<file path="src/rtl/btn_event_pkg.sv">
// Shared types and default constants for the button event decoder.
// Optional feature macro: BTN_EVENT_AUTO_REPEAT_EN (auto-repeat pulses while long-held).
package btn_event_pkg;

    // Default hold time before long_press, in clock cycles after the press event
    localparam int unsigned BTN_LONG_CYCLES_DEF   = 1000;
    // Default auto-repeat period while long-held
    localparam int unsigned BTN_REPEAT_CYCLES_DEF = 200;
    // Default hold-counter width; 2^CNT_W must exceed both cycle counts
    localparam int unsigned BTN_CNT_W_DEF         = 16;

    // Decoder states; WAIT_LOW blocks a button held through reset from reporting a press
    typedef enum logic [1:0] {
        WAIT_LOW = 2'd0,
        IDLE     = 2'd1,
        PRESSED  = 2'd2,
        LONG     = 2'd3
    } btn_state_t;

    // True in the states where the button counts as held
    function automatic logic state_is_held(input btn_state_t s);
        return (s == PRESSED) || (s == LONG);
    endfunction

endpackage

</file>
<file path="src/rtl/btn_hold_counter.sv">
// Hold counter for the button event decoder: synchronous clear, increment
// enable and a terminal-count flag against a caller-selected limit.
// The counter saturates at all-ones so it never wraps.
module btn_hold_counter #(
    parameter int unsigned CNT_W = 16
) (
    input  logic             clk,
    input  logic             rst_n,
    input  logic             clr,
    input  logic             en,
    input  logic [CNT_W-1:0] limit,
    output logic             tc
);

    logic [CNT_W-1:0] cnt;

    // Count register: clear has priority over increment; saturate at all-ones
    always_ff @(posedge clk or negedge rst_n) begin
        if (!rst_n) begin
            cnt <= '0;
        end else if (clr) begin
            cnt <= '0;
        end else if (en && (cnt != '1)) begin
            cnt <= cnt + CNT_W'(1);
        end
    end

    // Terminal count flag for the currently selected limit
    always_comb begin
        tc = (cnt == limit);
    end

endmodule

</file>
<file path="src/rtl/btn_event.sv">
// Button event decoder: turns a debounced, synchronous button level into
// one-cycle press / release / long-press / auto-repeat pulses plus a held level.
// Optional feature macro: BTN_EVENT_AUTO_REPEAT_EN. When undefined, repeat_o is
// tied to 0 and the hold counter freezes once the long-held state is reached.
module btn_event
    import btn_event_pkg::*;
#(
    parameter int unsigned LONG_CYCLES   = BTN_LONG_CYCLES_DEF,
    parameter int unsigned REPEAT_CYCLES = BTN_REPEAT_CYCLES_DEF,
    parameter int unsigned CNT_W         = BTN_CNT_W_DEF
) (
    input  logic clk,
    input  logic rst_n,
    input  logic in,
    output logic press,
    output logic release_o,
    output logic long_press,
    output logic repeat_o,
    output logic held
);

    localparam logic [CNT_W-1:0] LONG_LIMIT   = CNT_W'(LONG_CYCLES - 1);
    localparam logic [CNT_W-1:0] REPEAT_LIMIT = CNT_W'(REPEAT_CYCLES - 1);

    btn_state_t       state_q;
    btn_state_t       state_d;

    logic             press_d;
    logic             release_d;
    logic             long_d;
    logic             repeat_d;

    logic             cnt_clr;
    logic             cnt_en;
    logic             cnt_tc;
    logic [CNT_W-1:0] cnt_limit;

    btn_hold_counter #(
        .CNT_W (CNT_W)
    ) u_hold_counter (
        .clk   (clk),
        .rst_n (rst_n),
        .clr   (cnt_clr),
        .en    (cnt_en),
        .limit (cnt_limit),
        .tc    (cnt_tc)
    );

    // Next-state, counter control and next-cycle event decode
    always_comb begin
        state_d   = state_q;
        press_d   = 1'b0;
        release_d = 1'b0;
        long_d    = 1'b0;
        repeat_d  = 1'b0;
        cnt_clr   = 1'b0;
        cnt_en    = 1'b0;
        cnt_limit = (state_q == LONG) ? REPEAT_LIMIT : LONG_LIMIT;

        unique case (state_q)
            WAIT_LOW: begin
                if (!in) begin
                    state_d = IDLE;
                end
            end
            IDLE: begin
                if (in) begin
                    state_d = PRESSED;
                    cnt_clr = 1'b1;
                    press_d = 1'b1;
                end
            end
            PRESSED: begin
                if (!in) begin
                    state_d   = IDLE;
                    release_d = 1'b1;
                end else if (cnt_tc) begin
                    state_d = LONG;
                    cnt_clr = 1'b1;
                    long_d  = 1'b1;
                end else begin
                    cnt_en = 1'b1;
                end
            end
            LONG: begin
                if (!in) begin
                    state_d   = IDLE;
                    release_d = 1'b1;
                end else begin
`ifdef BTN_EVENT_AUTO_REPEAT_EN
                    if (cnt_tc) begin
                        cnt_clr  = 1'b1;
                        repeat_d = 1'b1;
                    end else begin
                        cnt_en = 1'b1;
                    end
`else
                    cnt_en = 1'b0;
`endif
                end
            end
            default: begin
                state_d = WAIT_LOW;
            end
        endcase
    end

    // State register and registered event outputs; reset drops everything at once
    always_ff @(posedge clk or negedge rst_n) begin
        if (!rst_n) begin
            state_q    <= WAIT_LOW;
            press      <= 1'b0;
            release_o  <= 1'b0;
            long_press <= 1'b0;
            held       <= 1'b0;
        end else begin
            state_q    <= state_d;
            press      <= press_d;
            release_o  <= release_d;
            long_press <= long_d;
            held       <= state_is_held(state_d);
        end
    end

`ifdef BTN_EVENT_AUTO_REPEAT_EN
    // Registered auto-repeat pulse
    always_ff @(posedge clk or negedge rst_n) begin
        if (!rst_n) begin
            repeat_o <= 1'b0;
        end else begin
            repeat_o <= repeat_d;
        end
    end
`else
    // Auto-repeat disabled: output held low, decode result unused
    logic repeat_unused;
    always_comb begin
        repeat_unused = repeat_d;
        repeat_o      = 1'b0;
    end
`endif

endmodule

</file>
<file path="config.mk">
export PLATFORM = sky130hd
export DESIGN_NAME = btn_event
export DESIGN_NICKNAME = d
export VERILOG_FILES = /design/src/rtl/btn_event_pkg.sv /design/src/rtl/btn_hold_counter.sv /design/src/rtl/btn_event.sv
export SDC_FILE = /design/constraint.sdc
export NUM_CORES = 1
export LEC_CHECK = 0
export ABC_AREA = 1
export CAP_MARGIN = 20
export CORE_MARGIN = 2
export CORE_UTILIZATION = 58
export DETAILED_ROUTE_END_ITERATION = 12
export PLACE_DENSITY_LB_ADDON = 0.25
export SYNTH_ARGS = -nofsm -noshare
export SYNTH_HDL_FRONTEND = slang
export SYNTH_SLANG_ARGS = --single-unit
</file>
<file path="constraint.sdc">
create_clock -name clk -period 1.71 [get_ports clk]
set_input_delay 0.342 -clock clk [delete_from_list [all_inputs] [get_ports clk]]
set_output_delay 0.342 -clock clk [all_outputs]
set_load 0.02 [all_outputs]
</file>
==> flow_summary.toml <==
[grt]
grt_remaining_overflow = 0
grt_pass1_wl_um = 5989
grt_pass1_vias = 1439
grt_start_max_net_pins = 28
gr-usage-all-layers_pct = 23.38
antenna_found_initial = 0

[cts]
cts_max_level = 1
clk_path_buf_depth = 2
cts_root_buf = "clkbuf_4"
cts-buffers-inserted = 3
cts_hold_buf = 0
cts_tree = "done"
clkSinkCount = 21
clock_latency_ns = 0.32
clk_pin_slew_ns = 0.13

[logic_synthesis]
syn_nets = 227
ys_types = 26
syn-cell-area_mm2 = 0.001568
yosys_warnings = 0
synthCells = 219
ys_seq_area_share_pct = 33.52
ys_seq_elements = 21
avgSynthCellArea_um2 = 7.159

[critical_path]
worstPathRequired_ns = 1.92
rr_endpoint = "u_hold_counter.cnt[11]"
crit_type = "register to register"
slowest_stage = "dfrtp_2"
critPathTopFamily = "simple AND/OR/NAND/NOR gates"
r2r_slack_ns = 0.06
worst-path-max-fanout = 7
startpoint = "held"
slowest_delay_ns = 0.45
crit_buf_inv = 2
timing.rr.start = "held"
cp.arrival_ns = 1.86
end_kind = "register"
worstPathCellList = "ha_2 -> inv_1 -> nor2_1 -> nand2_1 -> nand2_2 -> nand3_4 -> nand3_4 -> buf_4 -> nand3_1 -> nand2_1"
startpoint_type = "register"
r2r_cells = 10

[placement]
hpwlAfterDp_um = 2535
gp_congestion = 0.9066
io_buffers = 6
post-place-ws_ns = 0.02764

[sta]
drv_slew = 0
layout_setup_ws_ns = 0.06137
skew_ns = 0.01265
totalNegativeSetupSlack_ns = 0
finalSetupViolations = 0
period_minus_slack_ns = 1.649
hold-worst-slack_ns = 0.3459
timing.final.crit_share_pct = 96.41
max_freq_mhz = 606.6
rsz0062_at_grt = "yes"
hold_viol_final = 0

[power_and_ir_drop]
p_int_uw = 1014
vdd_ir_drop_max_mv = 1.019
power_frac_comb_pct = 48.3
p_leak_uw = 0.0009707
finalPower_uw = 1866
swShare_pct = 45.63
switchingPower_uw = 851.3
power_density_mw_per_mm2 = 1052
seqPwrFrac_pct = 38.3
pwr-share-clk_pct = 13.4

[floorplan]
rows = 18
start_util_pct = 62.15
die_area_mm2 = 0.003135
num_io_pins = 8
dieWidth_um = 55.99
fp.coreArea_mm2 = 0.002522
die_h_um = 55.99

[job]
max_cap_violations = 0

[drt]
drtIter0Drc = 66
dr.pass1.iters = 4
vias_per_cell = 5.622
routed-via-count = 1501
ant_nets = 0
wl_per_cell_um = 13.57
wl_um = 3623
drc = 0

[layout]
finish.utilization_pct = 70.34
num_antenna_cells = 0
syn_to_final_growth_pct = 13.17
final_nets = 246
drive_gt1_share_pct = 18.57

[run_status]
outcome = "finished, final reports clean"

[hold_path]
hp-class = "primary input to asynchronous set/reset pin"
## cell usage after synthesis (all sizes together)
| master | count | area, um2 |
|---|---|---|
| a21oi | 2 | 10.01 |
| a31oi | 1 | 6.260 |
| and2 | 1 | 8.760 |
| buf | 5 | 52.55 |
| clkinv | 1 | 5.000 |
| conb | 1 | 3.750 |
| dfrtp | 21 | 525.5 |
| ha | 5 | 62.56 |
| inv | 32 | 120.1 |
| nand2 | 61 | 264.0 |
| nand3 | 30 | 175.2 |
| nand4 | 11 | 83.83 |
| nor2 | 36 | 168.9 |
| nor3 | 4 | 20.02 |
| o211ai | 1 | 7.510 |
| o21ai | 2 | 10.01 |
| xor2 | 5 | 43.79 |
## state kept, by name, indices dropped and copies added (netlist names)
name / flops
held: 1
long_press: 1
press: 1
release_o: 1
state_q: 1
u_hold_counter.cnt: 16
## final cells by class
type | instances | area, um2
Sequential cell | 21 | 526.8
Inverter | 33 | 127.6
Tap cell | 30 | 37.54
Multi-Input combinational cell | 161 | 902.1
Clock buffer | 3 | 22.52
Clock inverter | 1 | 5.005
Timing Repair Buffer | 18 | 152.6
Fill cell | 192 | 748.2
## metrics by stage
step                std cells  instance area, um2
CTS                       261                1692
detailed placement        257                1665
global placement          257                1665
floorplan                 219                1568
global route              267                1774
finish                    267                1774
## cells by family (layout without fill, tap and decap cells)
| group | Yosys count | after routing | synth area share (%) |
|---|---|---|---|
| simple gates | 143 | 144 | 45.97 |
| buf+inv | 38 | 55 | 11.33 |
| flops | 21 | 21 | 33.52 |
| compound gates | 6 | 6 | 2.155 |
| fa+ha+maj | 5 | 5 | 3.990 |
| xor+xnor | 5 | 5 | 2.793 |
| other cells | 1 | 1 | 0.2392 |
## power by group through the flow
stage / Combinational, uW / Sequential, uW / Clock (uW)
6_report: 901 / 715 / 250
5_1_grt: 977 / 729 / 276
4_1_cts: 716 / 717 / 254
3_5_place_dp: 722 / 728 / 0
3_3_place_gp: 684 / 721 / 0
2_1_floorplan: 533 / 721 / 0
## placed cells by master, fill, tap and decap left out, types with 2 or more instances in the layout
| master | count |
|---|---|
| nand2_1 | 53 |
| nand3_4 | 2 |
| nor2_1 | 32 |
| inv_2 | 4 |
| inv_1 | 27 |
| nor3_1 | 4 |
| nand2_4 | 4 |
| o21ai_0 | 2 |
| ha_2 | 3 |
| xor2_1 | 5 |
| clkbuf_4 | 3 |
| nand2_2 | 4 |
| nand3_1 | 27 |
| a21oi_1 | 2 |
| nand4_1 | 10 |
| ha_1 | 2 |
| dfrtp_1 | 20 |
| clkdlybuf4s50_1 | 5 |
| buf_4 | 11 |
| nor2_4 | 2 |
| clkinv_2 | 2 |
## worst reg2reg max path: stages (launching register included)
cell and delay [ns]:
dfrtp_2 0.45, ha_2 0.19, inv_1 0.08, nor2_1 0.05, nand2_1 0.09, nand2_2 0.11, nand3_4 0.15, nand3_4 0.13
buf_4 0.17, nand3_1 0.07, nand2_1 0.05
## routing by layer
metal  up-vias  part of all wire, %  track usage (%)
met3        14                  7.3            2.558
met5         -                    0                0
met2        62                   48            40.84
li1        723                    -                -
met1       702                   42            30.35
met4         0                  2.3            6.803
## repair_timing
action | in CTS | in global routing
setup buffers | 0 | 5
gates resized for setup | 1 | 9
pin swaps | 0 | 3
gates cloned | 0 | 1
endpoints found under the setup margin | 1 | 17
## worst max-delay path by stage
stage / end / depth (start not counted) / slack, ns
after CTS: u_hold_counter.cnt[10] / 10 / 0.009
after floorplan: u_hold_counter.cnt[10] / 11 / 0.1
after detailed placement: u_hold_counter.cnt[8] / 8 / 0.03
after global placement: u_hold_counter.cnt[0] / 8 / 0.07
after global routing: u_hold_counter.cnt[4] / 10 / -0.02
final: u_hold_counter.cnt[11] / 10 / 0.06
Power figures use the tool's default switching activity.
==> patch: new RTL, config.mk and constraints unchanged <==
The output `press` loses its register stage (`press` becomes a continuous assignment). Comments in the files are not updated.
--- a/src/rtl/btn_event.sv
+++ b/src/rtl/btn_event.sv
@@ -109,18 +109,18 @@
     always_ff @(posedge clk or negedge rst_n) begin
         if (!rst_n) begin
             state_q    <= WAIT_LOW;
-            press      <= 1'b0;
             release_o  <= 1'b0;
             long_press <= 1'b0;
             held       <= 1'b0;
         end else begin
             state_q    <= state_d;
-            press      <= press_d;
             release_o  <= release_d;
             long_press <= long_d;
             held       <= state_is_held(state_d);
         end
     end
+
+    assign press = press_d;
 
 `ifdef BTN_EVENT_AUTO_REPEAT_EN
     // Registered auto-repeat pulse
Function: changed (a bounded check fails within 4 cycles, from zero or initial values and one cycle with rst_n low).
==> patch against the unedited design <==
- the run now ends with negative setup slack left
- power fell by 0.82%
- critical path depth rose by 2
- final area rose by 6.3%
- sequential cell count fell by 1
- area after synthesis fell by 6.0%
- clock power fell by 7%
- routed wire length rose by 17%
- setup slack got worse by 67 ps
- critical path type unchanged
- largest power group unchanged
- highest routed layer unchanged
==> patch: results (changes against the unedited design) <==
run_status:
  status: "finished with violations"
  violations: "negative setup slack"
critical_path:
  worstPathMaxFanout: 8  # +1
  slowest_stage: "dfrtp_1"
  r2r_cells: 12  # +2
  cpPeakStageDelay_ps: 420  # -30 ps
  endpoint: "u_hold_counter.cnt[6]$_DFFE_PN0P_"
  arrival_ps: 1930  # +70 ps
placement:
  placed_cells: 259  # +0.78%
  place_area_sq_um: 1630  # -2.1%
  gp_congestion: 0.925  # +2.1%
  hpwl_mm: 2.63  # +3.6%
global_routing:
  grt_max_degree: 21  # -25%
  gr-usage-all-layers_pct: 27.2  # +3.8 points
  first_global_vias: 1365  # -5.1%
  grt_pass1_wl_mm: 5.84  # -2.4%
yosys:
  synth_cells: 214  # -2.3%
  ys_seq_area_share_pct: 34.0  # +0.44 points
  post_synth_num_cell_types: 24  # -7.7%
  synth-adder-area-share_pct: 4.24  # +0.25 points
  synth_compound_area_share_pct: 2.29  # +0.14 points
  syn-num-nets: 222  # -2.2%
route:
  drt-wirelength-per-cell_um: 15.6  # +15%
  dr_total_vias: 1564  # +4.2%
  drt_iter0_markers: 42  # -36%
  vias_per_cell: 5.75  # +2.3%
clock_network:
  post_cts_resized: 11  # +10
  cts_setup_buffers: 3  # +3
finish:
  nNetsFinal: 252  # +2.4%
sta:
  finalClockSkew_ps: 1.70  # -11.0 ps
  setup_violations: 2  # +2
  finalWorstSetupSlack_ps: -5.24  # -66.6 ps
power_and_ir_drop:
  p_leak_uw: 0.00103  # +6.6%
## patch: final cells by class
type | instances | area [sq um]
Multi-Input combinational cell | 156 | 917
Tap cell | 30 | 37.5
Timing Repair Buffer | 32 | 285
Inverter | 31 | 121
Fill cell | 161 | 547
Clock buffer | 3 | 22.5
Sequential cell | 20 | 502
## patch: through the flow
step / setup TNS [ps] / power, uW / setup WS (ps)
after global routing: -1020 / 1950 / -78.3
final: -8.33 / 1850 / -5.24
after CTS: 0 / 1590 / 7.81
after global placement: -1300 / 1260 / -142
after floorplan: 0 / 1080 / 46.2
after detailed placement: -2470 / 1310 / -177
## patch: per-layer routing
metal	share of wire (%)	wire length, um	track usage [%]	up-vias
li1	-	-	-	733
met1	39	1650	33.9	718
met5	0	0	0	-
met2	49	2100	46.6	83
met4	5.4	228	12.1	0
met3	6.3	269	3.28	30
## patch: power by group
group	internal, uW	switching (uW)	total [uW]	leakage, uW
registers	549	95.7	645	0.000271
clock network	82.4	151	233	0.0000138
logic	414	558	973	0.000749
total	1050	805	1850	0.00103
